==> src/rtl/rgba_led_drv_pkg.sv <==
// rgba_led_drv_pkg: thermometer current codes, mA step sizes and code helpers
package rgba_led_drv_pkg;
  typedef logic [4:0] ma_t;
  localparam int NUM_LEGAL = 7;
  localparam logic [5:0] LEGAL_CODES [NUM_LEGAL] = '{6'b000000, 6'b000001, 6'b000011, 6'b000111, 6'b001111, 6'b011111, 6'b111111};
  localparam ma_t MA_STEP_FULL = 5'd4;
  localparam ma_t MA_STEP_HALF = 5'd2;
  function automatic logic therm_valid(input logic [5:0] code);
    logic ok;
    ok = 1'b0;
    for (int i = 0; i < NUM_LEGAL; i++) ok = ok | (code == LEGAL_CODES[i]);
    return ok;
  endfunction
  function automatic ma_t therm_to_ma(input logic [5:0] code, input logic mode);
    return therm_valid(code) ? ma_t'($countones(code)) * (mode ? MA_STEP_HALF : MA_STEP_FULL) : '0;
  endfunction
endpackage

==> src/rtl/rgba_led_drv_if.sv <==
// rgba_led_drv_if: LED driver control/status bundle; cur_ma only with RGBA_LED_DRV_CUR_MON_EN
interface rgba_led_drv_if;
  logic curren;
  logic rgbleden;
  logic [2:0] rgb_pwm;
  logic [2:0] rgb;
  logic ready;
  logic [2:0] cfg_err;
`ifdef RGBA_LED_DRV_CUR_MON_EN
  logic [14:0] cur_ma;
  modport master (output curren, rgbleden, rgb_pwm, input rgb, ready, cfg_err, cur_ma);
  modport slave (input curren, rgbleden, rgb_pwm, output rgb, ready, cfg_err, cur_ma);
`else
  modport master (output curren, rgbleden, rgb_pwm, input rgb, ready, cfg_err);
  modport slave (input curren, rgbleden, rgb_pwm, output rgb, ready, cfg_err);
`endif
endinterface

==> src/rtl/rgba_led_chan.sv <==
// rgba_led_chan: one LED sink channel; code check, current calc, registered active-low output
module rgba_led_chan
  import rgba_led_drv_pkg::*;
#(
  parameter logic [5:0] CODE = 6'b000001,
  parameter logic MODE = 1'b0
) (
  input  logic clk,
  input  logic reset_n,
  input  logic en,
  input  logic pwm,
  output logic rgb,
  output logic cfg_err
`ifdef RGBA_LED_DRV_CUR_MON_EN
  ,
  output ma_t cur_ma
`endif
);
  localparam ma_t MA = therm_to_ma(CODE, MODE);
  logic on;
  assign cfg_err = !therm_valid(CODE);
  assign on = en & pwm & (MA != '0);
  always_ff @(posedge clk or negedge reset_n)
    if (!reset_n) rgb <= 1'b1;
    else rgb <= ~on;
`ifdef RGBA_LED_DRV_CUR_MON_EN
  always_ff @(posedge clk or negedge reset_n)
    if (!reset_n) cur_ma <= '0;
    else cur_ma <= on ? MA : '0;
`endif
endmodule

==> src/rtl/rgba_led_drv.sv <==
// rgba_led_drv: 3-channel RGB LED sink driver with current-reference settle timer
// Optional per-channel mA monitor output enabled by RGBA_LED_DRV_CUR_MON_EN.
module rgba_led_drv
  import rgba_led_drv_pkg::*;
#(
  parameter logic CURRENT_MODE = 1'b0,
  parameter logic [5:0] RGB0_CURRENT = 6'b000001,
  parameter logic [5:0] RGB1_CURRENT = 6'b000001,
  parameter logic [5:0] RGB2_CURRENT = 6'b000001,
  parameter int STARTUP_CYCLES = 1200
) (
  input logic clk,
  input logic reset_n,
  rgba_led_drv_if.slave bus
);
  localparam logic [5:0] CODES [3] = '{RGB0_CURRENT, RGB1_CURRENT, RGB2_CURRENT};
  localparam logic [15:0] LAST = 16'(STARTUP_CYCLES - 1);
  logic [15:0] cnt;
  logic ready;
  logic [2:0] rgb;
  logic [2:0] cfg_err;
  always_ff @(posedge clk or negedge reset_n)
    if (!reset_n) begin
      cnt <= '0;
      ready <= 1'b0;
    end else if (!bus.curren) begin
      cnt <= '0;
      ready <= 1'b0;
    end else if (!ready) begin
      cnt <= cnt + 16'd1;
      ready <= (cnt == LAST);
    end
`ifdef RGBA_LED_DRV_CUR_MON_EN
  ma_t ma [3];
  assign bus.cur_ma = {ma[2], ma[1], ma[0]};
`endif
  for (genvar n = 0; n < 3; n++) begin : g_chan
    rgba_led_chan #(.CODE(CODES[n]), .MODE(CURRENT_MODE)) u_chan (
      .clk(clk),
      .reset_n(reset_n),
      .en(ready & bus.rgbleden),
      .pwm(bus.rgb_pwm[n]),
      .rgb(rgb[n]),
      .cfg_err(cfg_err[n])
`ifdef RGBA_LED_DRV_CUR_MON_EN
      ,
      .cur_ma(ma[n])
`endif
    );
  end
  assign bus.rgb = rgb;
  assign bus.cfg_err = cfg_err;
  assign bus.ready = ready;
endmodule

==> src/flat_wrapper.sv <==
// flat-port wrapper written by rule: the top's interface ports become plain ports
module rgba_led_drv_flat import rgba_led_drv_pkg::*;
#(
  parameter logic CURRENT_MODE = 1'b0,
  parameter logic [5:0] RGB0_CURRENT = 6'b000001,
  parameter logic [5:0] RGB1_CURRENT = 6'b000001,
  parameter logic [5:0] RGB2_CURRENT = 6'b000001,
  parameter int STARTUP_CYCLES = 1200
)
  (clk, reset_n, bus_curren, bus_rgbleden, bus_rgb_pwm, bus_rgb, bus_ready, bus_cfg_err);
  rgba_led_drv_if bus_i ();
  input logic clk;
  input logic reset_n;
  input wire logic [$bits(bus_i.curren)-1:0] bus_curren;
  input wire logic [$bits(bus_i.rgbleden)-1:0] bus_rgbleden;
  input wire logic [$bits(bus_i.rgb_pwm)-1:0] bus_rgb_pwm;
  output wire logic [$bits(bus_i.rgb)-1:0] bus_rgb;
  output wire logic [$bits(bus_i.ready)-1:0] bus_ready;
  output wire logic [$bits(bus_i.cfg_err)-1:0] bus_cfg_err;
  assign bus_i.curren = bus_curren;
  assign bus_i.rgbleden = bus_rgbleden;
  assign bus_i.rgb_pwm = bus_rgb_pwm;
  assign bus_rgb = bus_i.rgb;
  assign bus_ready = bus_i.ready;
  assign bus_cfg_err = bus_i.cfg_err;
  rgba_led_drv #(.CURRENT_MODE(CURRENT_MODE), .RGB0_CURRENT(RGB0_CURRENT), .RGB1_CURRENT(RGB1_CURRENT), .RGB2_CURRENT(RGB2_CURRENT), .STARTUP_CYCLES(STARTUP_CYCLES)) u_core (.clk(clk), .reset_n(reset_n), .bus(bus_i));
endmodule
==> config.mk <==
export PLATFORM = sky130hd
export DESIGN_NAME = rgba_led_drv_flat
export DESIGN_NICKNAME = d
export VERILOG_FILES = /design/src/rtl/rgba_led_drv_pkg.sv /design/src/rtl/rgba_led_drv_if.sv /design/src/rtl/rgba_led_chan.sv /design/src/rtl/rgba_led_drv.sv /design/src/flat_wrapper.sv
export SDC_FILE = /design/constraint.sdc
export NUM_CORES = 1
export LEC_CHECK = 0
export BUFFER_PORTS_ARGS = -buffer_cell sky130_fd_sc_hd__buf_2
export CORE_UTILIZATION = 45
export CTS_CLUSTER_SIZE = 16
export DETAILED_ROUTE_END_ITERATION = 8
export MAX_ROUTING_LAYER = met4
export PLACE_DENSITY = 0.65
export SYNTH_ARGS = -nofsm -noshare
export SYNTH_HDL_FRONTEND = slang
export SYNTH_SLANG_ARGS = --single-unit
==> constraint.sdc <==
create_clock -name clk -period 4.86 [get_ports clk]
set_input_delay 0.486 -clock clk [delete_from_list [all_inputs] [get_ports clk]]
set_output_delay 0.486 -clock clk [all_outputs]
set_load 0.02 [all_outputs]
* Word-level counts from Yosys, hierarchy flattened
Cells that the tools add are included.
** Storage, ports and cells
- Bits in read-only memories :: 0
- Input bits :: 7
- Memory bits (writable) :: 0
- Register bits :: 20
- Latch bits :: 0
- Memories kept :: 0
** Cells by class
- Bitwise logic cells :: 7
- Add/subtract/negate cells :: 1
- Shift-type cells :: 0
- $mul :: 0
- Div/mod/pow operators :: 0
- Mux-type cells :: 4
- Reduce and logical (&&, ||, !) cells :: 0
- Order comparisons :: 0
- Equality and inequality tests :: 2
** Operator list (count)
- 2-to-1 mux 16 bit :: 2
- adder 16 x 1 -> 16 bit, second input constant :: 1
- == test 16 x 11 -> 1 bit, second input constant :: 1
- AND 1 bit :: 4
- inverter 1 bit :: 3
- 2-to-1 mux 1 bit :: 2
- != test 2 bit, second input constant :: 1

* Longest topological paths before layout
- Depth in word-level cells :: 3
- Depth in mapped cells :: 5

* Cells and area by module
A second synthesis with hierarchy kept.
** Second synthesis, totals
- Cells, all modules :: 101
- Area total of the unflattened synthesis :: 1001.0 um^2
** By module, submodules not included
- rgba_led_drv :: area each 877.1 um^2, cells each 89, seq. area each 425.4 um^2, instances 1
- rgba_led_chan :: area each 41.3 um^2, cells each 4, seq. area each 26.3 um^2, instances 3

* Worst setup path before layout
No wires, ideal clock.
- Path type :: reg2reg
- From :: reg u_core.ready, in the netlist u_core.bus.ready
- To :: reg u_core.cnt[12]
- Path slack :: 3.189 ns
- Stages on the path, launching flop included :: 6
- Buffers on the path :: 1
- Arrival :: 1.594 ns
- Cells stage by stage :: dfrtp_1 > buf_2 > nand2_1 > nand3_2 > or4_1 > a21oi_1
** Between the ends
- Longest elaborated chain between the ends :: 1
** RTL lines
- start, declared :: line rgba_led_drv.sv:19 : logic ready;
- start signal, assigned :: line rgba_led_drv.sv:31 : ready <= (cnt == LAST);
- != test 2 bit (no source line)
- end signal, assigned :: line rgba_led_drv.sv:30 : cnt <= cnt + 16'd1;
- end, declared :: line rgba_led_drv.sv:18 : logic [15:0] cnt;
No other way between the ends.
A chain may end at the register's enable or synchronous reset.

* Final worst setup path
Ends and elaborated chain as after synthesis.

==> metrics <==
Routed WL per cell 13.36 um; Clock Path Buffers 2; Peak supply drop 0.0001433 V; register share of total power 0.598; first-pass GRT wire length 3201 um; outcome finished, final reports clean; CTS Hold Bufs 0; number of synthesized register bits 20; combinational share of power 0.058; Seq/Total Area, Yosys 0.4826; crit-path max cell delay 530 ps; Post-Synthesis Cells 103; grt met2 use 0.2533; pwr dens 257.9 nW/um^2; DRC viols 0; DIE WIDTH 50.19 um; crit path cell chain nand2_1, nand3_2, or4_1, a21oi_1; CP max FO 9; average vias per placed instance 5.599; Routed WL 1831 um; final worst path period share 0.3584; Initial Utilization 0.4769; std cell rows 17; pin count of the biggest net entering global routing 21; Via Count 767; internal power 219.3 uW; grt ovf 0; fin crit period 1742 ps; post-DP HPWL 1284 um; IO Count 14; Syn Area/Cell 10.14 um^2; unique cell type count in the Yosys netlist 35; GR Layer Usage met3 0.02727; Buffers on Ports 10; Root Buffer clkbuf_4; crit path launch type flop; Clock Latency Late Sink 300 ps; Mapped Area 1045 um^2; DP Cell Count 133; RSZ-0062 raised after global routing no; crit path DAT 1980 ps; clk_skew 0.6278 ps; Min-Delay Path Class in -> async; max-cap viol count 0; Die Area 2519 um^2; initial antenna violation count 0; Ant. Diodes 0; final worst slack 3118 ps; post_cts resized 0; clock network power share 0.344; Overall Global Routing Usage 0.1771; gr busiest metal met2; global-route met1 utilization 0.2383; fmax 0.5741 GHz; Synth Warn # 0; htree depth 1; switching power 65.30 uW; final setup violation count 0; vias in the first global route 697; layout cell share with drive strength beyond 1 0.2202; Routed Antenna Nets 0; Max stage delay cell, worst path or4_1; LEAKAGE 0.4529 nW; Final Hold Vio Count 0; CP Class reg -> reg; total core area 2191 um^2; Setup Total Neg Slack 0 ps; Worst Setup End Kind flop; fin. max-slew vios 0; Place WS 3067 ps; critical path required time 5100 ps; Final #Nets 118; die height 50.19 um; Net Sw Frac 0.2295; TritonCTS clock tree built; post-CTS setup buffer count 0; Num CTS Buffers 3; area grow syn2layout 5.629%; final cell count without fillers 137; first-pass iteration count of the detailed router 4; initial drt markers 10; Worst-path clk slew 110 ps; Final GP Congestion 0.8158; clk sink count 20
## sequential cells by signal, indices dropped and copies added (netlist names)
register and count:
u_core.bus.ready 1, u_core.cnt 16, u_core.g_chan.u_chan.rgb 3
## cell type report
class                      instances  area, um^2
inverter                           2       7.507
sequential                        20       504.2
tap                               28       35.03
fill                             221        1087
clock buffer                       4       36.28
timing repair buffer              10       50.05
multi-input combinational         73       470.5
## layout by cell type (no fill, tap or decap), types with 2 or more instances in the layout
cell and instances:
a21oi_1 6, and2_1 2, buf_2 10, clkbuf_4 3
conb_1 3, dfrtp_1 17, dfstp_2 3, inv_1 2
nand2_1 5, nand2b_1 2, nand3_1 5, nand3_2 3
nand3b_1 2, nand4_1 4, nor2_1 9, o21ai_0 2
o31ai_1 4, o41ai_1 2, or4_1 4, xor2_1 7
## synthesized netlist by cell type
master / n / area, um^2
nand3b_1: 2 / 15.01
or3_1: 1 / 6.260
o31ai_1: 4 / 30.03
clkbuf_1: 1 / 3.750
and4_4: 1 / 11.26
and2_1: 2 / 12.51
or4_1: 4 / 30.03
conb_1: 1 / 3.750
o41ai_1: 2 / 17.52
and3_1: 1 / 6.260
o311ai_0: 1 / 8.760
buf_2: 2 / 10.01
and2_2: 1 / 7.510
inv_1: 2 / 7.510
nand2b_1: 2 / 12.51
nor2b_1: 1 / 6.260
nor4_1: 1 / 6.260
nand3_2: 3 / 30.03
nand2_1: 5 / 18.77
dfstp_2: 3 / 78.83
a21oi_1: 6 / 30.03
nand4_1: 4 / 25.02
nand3_1: 5 / 25.02
o21ai_0: 2 / 10.01
mux2i_1: 1 / 10.01
xor2_1: 7 / 61.31
nor4b_1: 1 / 8.760
or3_2: 1 / 7.510
xnor2_1: 1 / 8.760
ha_1: 1 / 12.51
and3_2: 1 / 7.510
dfrtp_1: 17 / 425.4
nor2_1: 9 / 33.78
buf_4: 6 / 45.04
buf_6: 1 / 11.26
## kinds of logic (layout without fill, tap and decap cells)
logic type	after synthesis	after routing	synth area share
and+or+nand+nor	45	45	0.2587
DFF	20	20	0.4826
AOI/OAI and AO/OA	15	15	0.09222
buffers and inverters	12	16	0.07425
xor gates and xnor gates	8	8	0.06707
adders and majority gates	1	1	0.01197
other	1	3	0.003589
muxes	1	1	0.009581
## per-layer routing
metal | wire length, um | vias up | share of wire
li1 | - | 370 | -
met1 | 887 | 376 | 0.48
met2 | 854 | 16 | 0.47
met3 | 45 | 5 | 0.025
met4 | 44 | 0 | 0.024
met5 | 0 | - | 0
## path summary, 6_finish.rpt
path | slack [ps] | cells past startpoint | endpoint | from
min in group clk | 310 | 2 | u_core.g_chan[2].u_chan.rgb$_DFF_PN1_ | bus_rgb_pwm[2]
hold / removal | 110 | 1 | u_core.cnt[6]$_DFFE_PN0P_ | reset_n
setup / recovery | 3120 | 4 | u_core.cnt[12]$_DFFE_PN0P_ | u_core.bus.ready$_DFF_PN0_
hold reg to reg | 550 | 2 | u_core.cnt[3]$_DFFE_PN0P_ | u_core.cnt[3]$_DFFE_PN0P_
max in group asynchronous | 4420 | 1 | u_core.g_chan[0].u_chan.rgb$_DFF_PN1_ | reset_n
setup reg to reg | 3120 | 4 | u_core.cnt[12]$_DFFE_PN0P_ | u_core.bus.ready$_DFF_PN0_
## power by group through the flow
| stage | Clock, mW | Sequential [mW] | Combinational [mW] |
|---|---|---|---|
| after floorplan | 0 | 0.173 | 0.0110 |
| after global placement | 0 | 0.173 | 0.0162 |
| final | 0.0980 | 0.170 | 0.0164 |
| after global routing | 0.107 | 0.171 | 0.0193 |
| after CTS | 0.0982 | 0.170 | 0.0166 |
| after detailed placement | 0 | 0.173 | 0.0166 |
## metrics by stage
step / total power, mW / hold WS, ps / area (um^2) / utilization
2_1_floorplan: 0.1841 / 190.4 / 1052 / -
3_3_place_gp: 0.1894 / 451.9 / 1067 / 0.4872
3_5_place_dp: 0.1900 / 456.6 / 1067 / 0.4872
4_1_cts: 0.2851 / 118.3 / 1104 / 0.5037
5_1_grt: 0.2971 / 124.8 / 1104 / 0.5037
6_report: 0.2846 / 107.3 / 1104 / 0.5037
## worst max-delay path, delay by kind of cell (launching register included)
kind	cells	cell delay (ps)
AO/OA/AOI/OAI	1	150
flip-flops	1	510
AND/OR/NAND/NOR	3	1010
(Power assumes the default switching activity.)
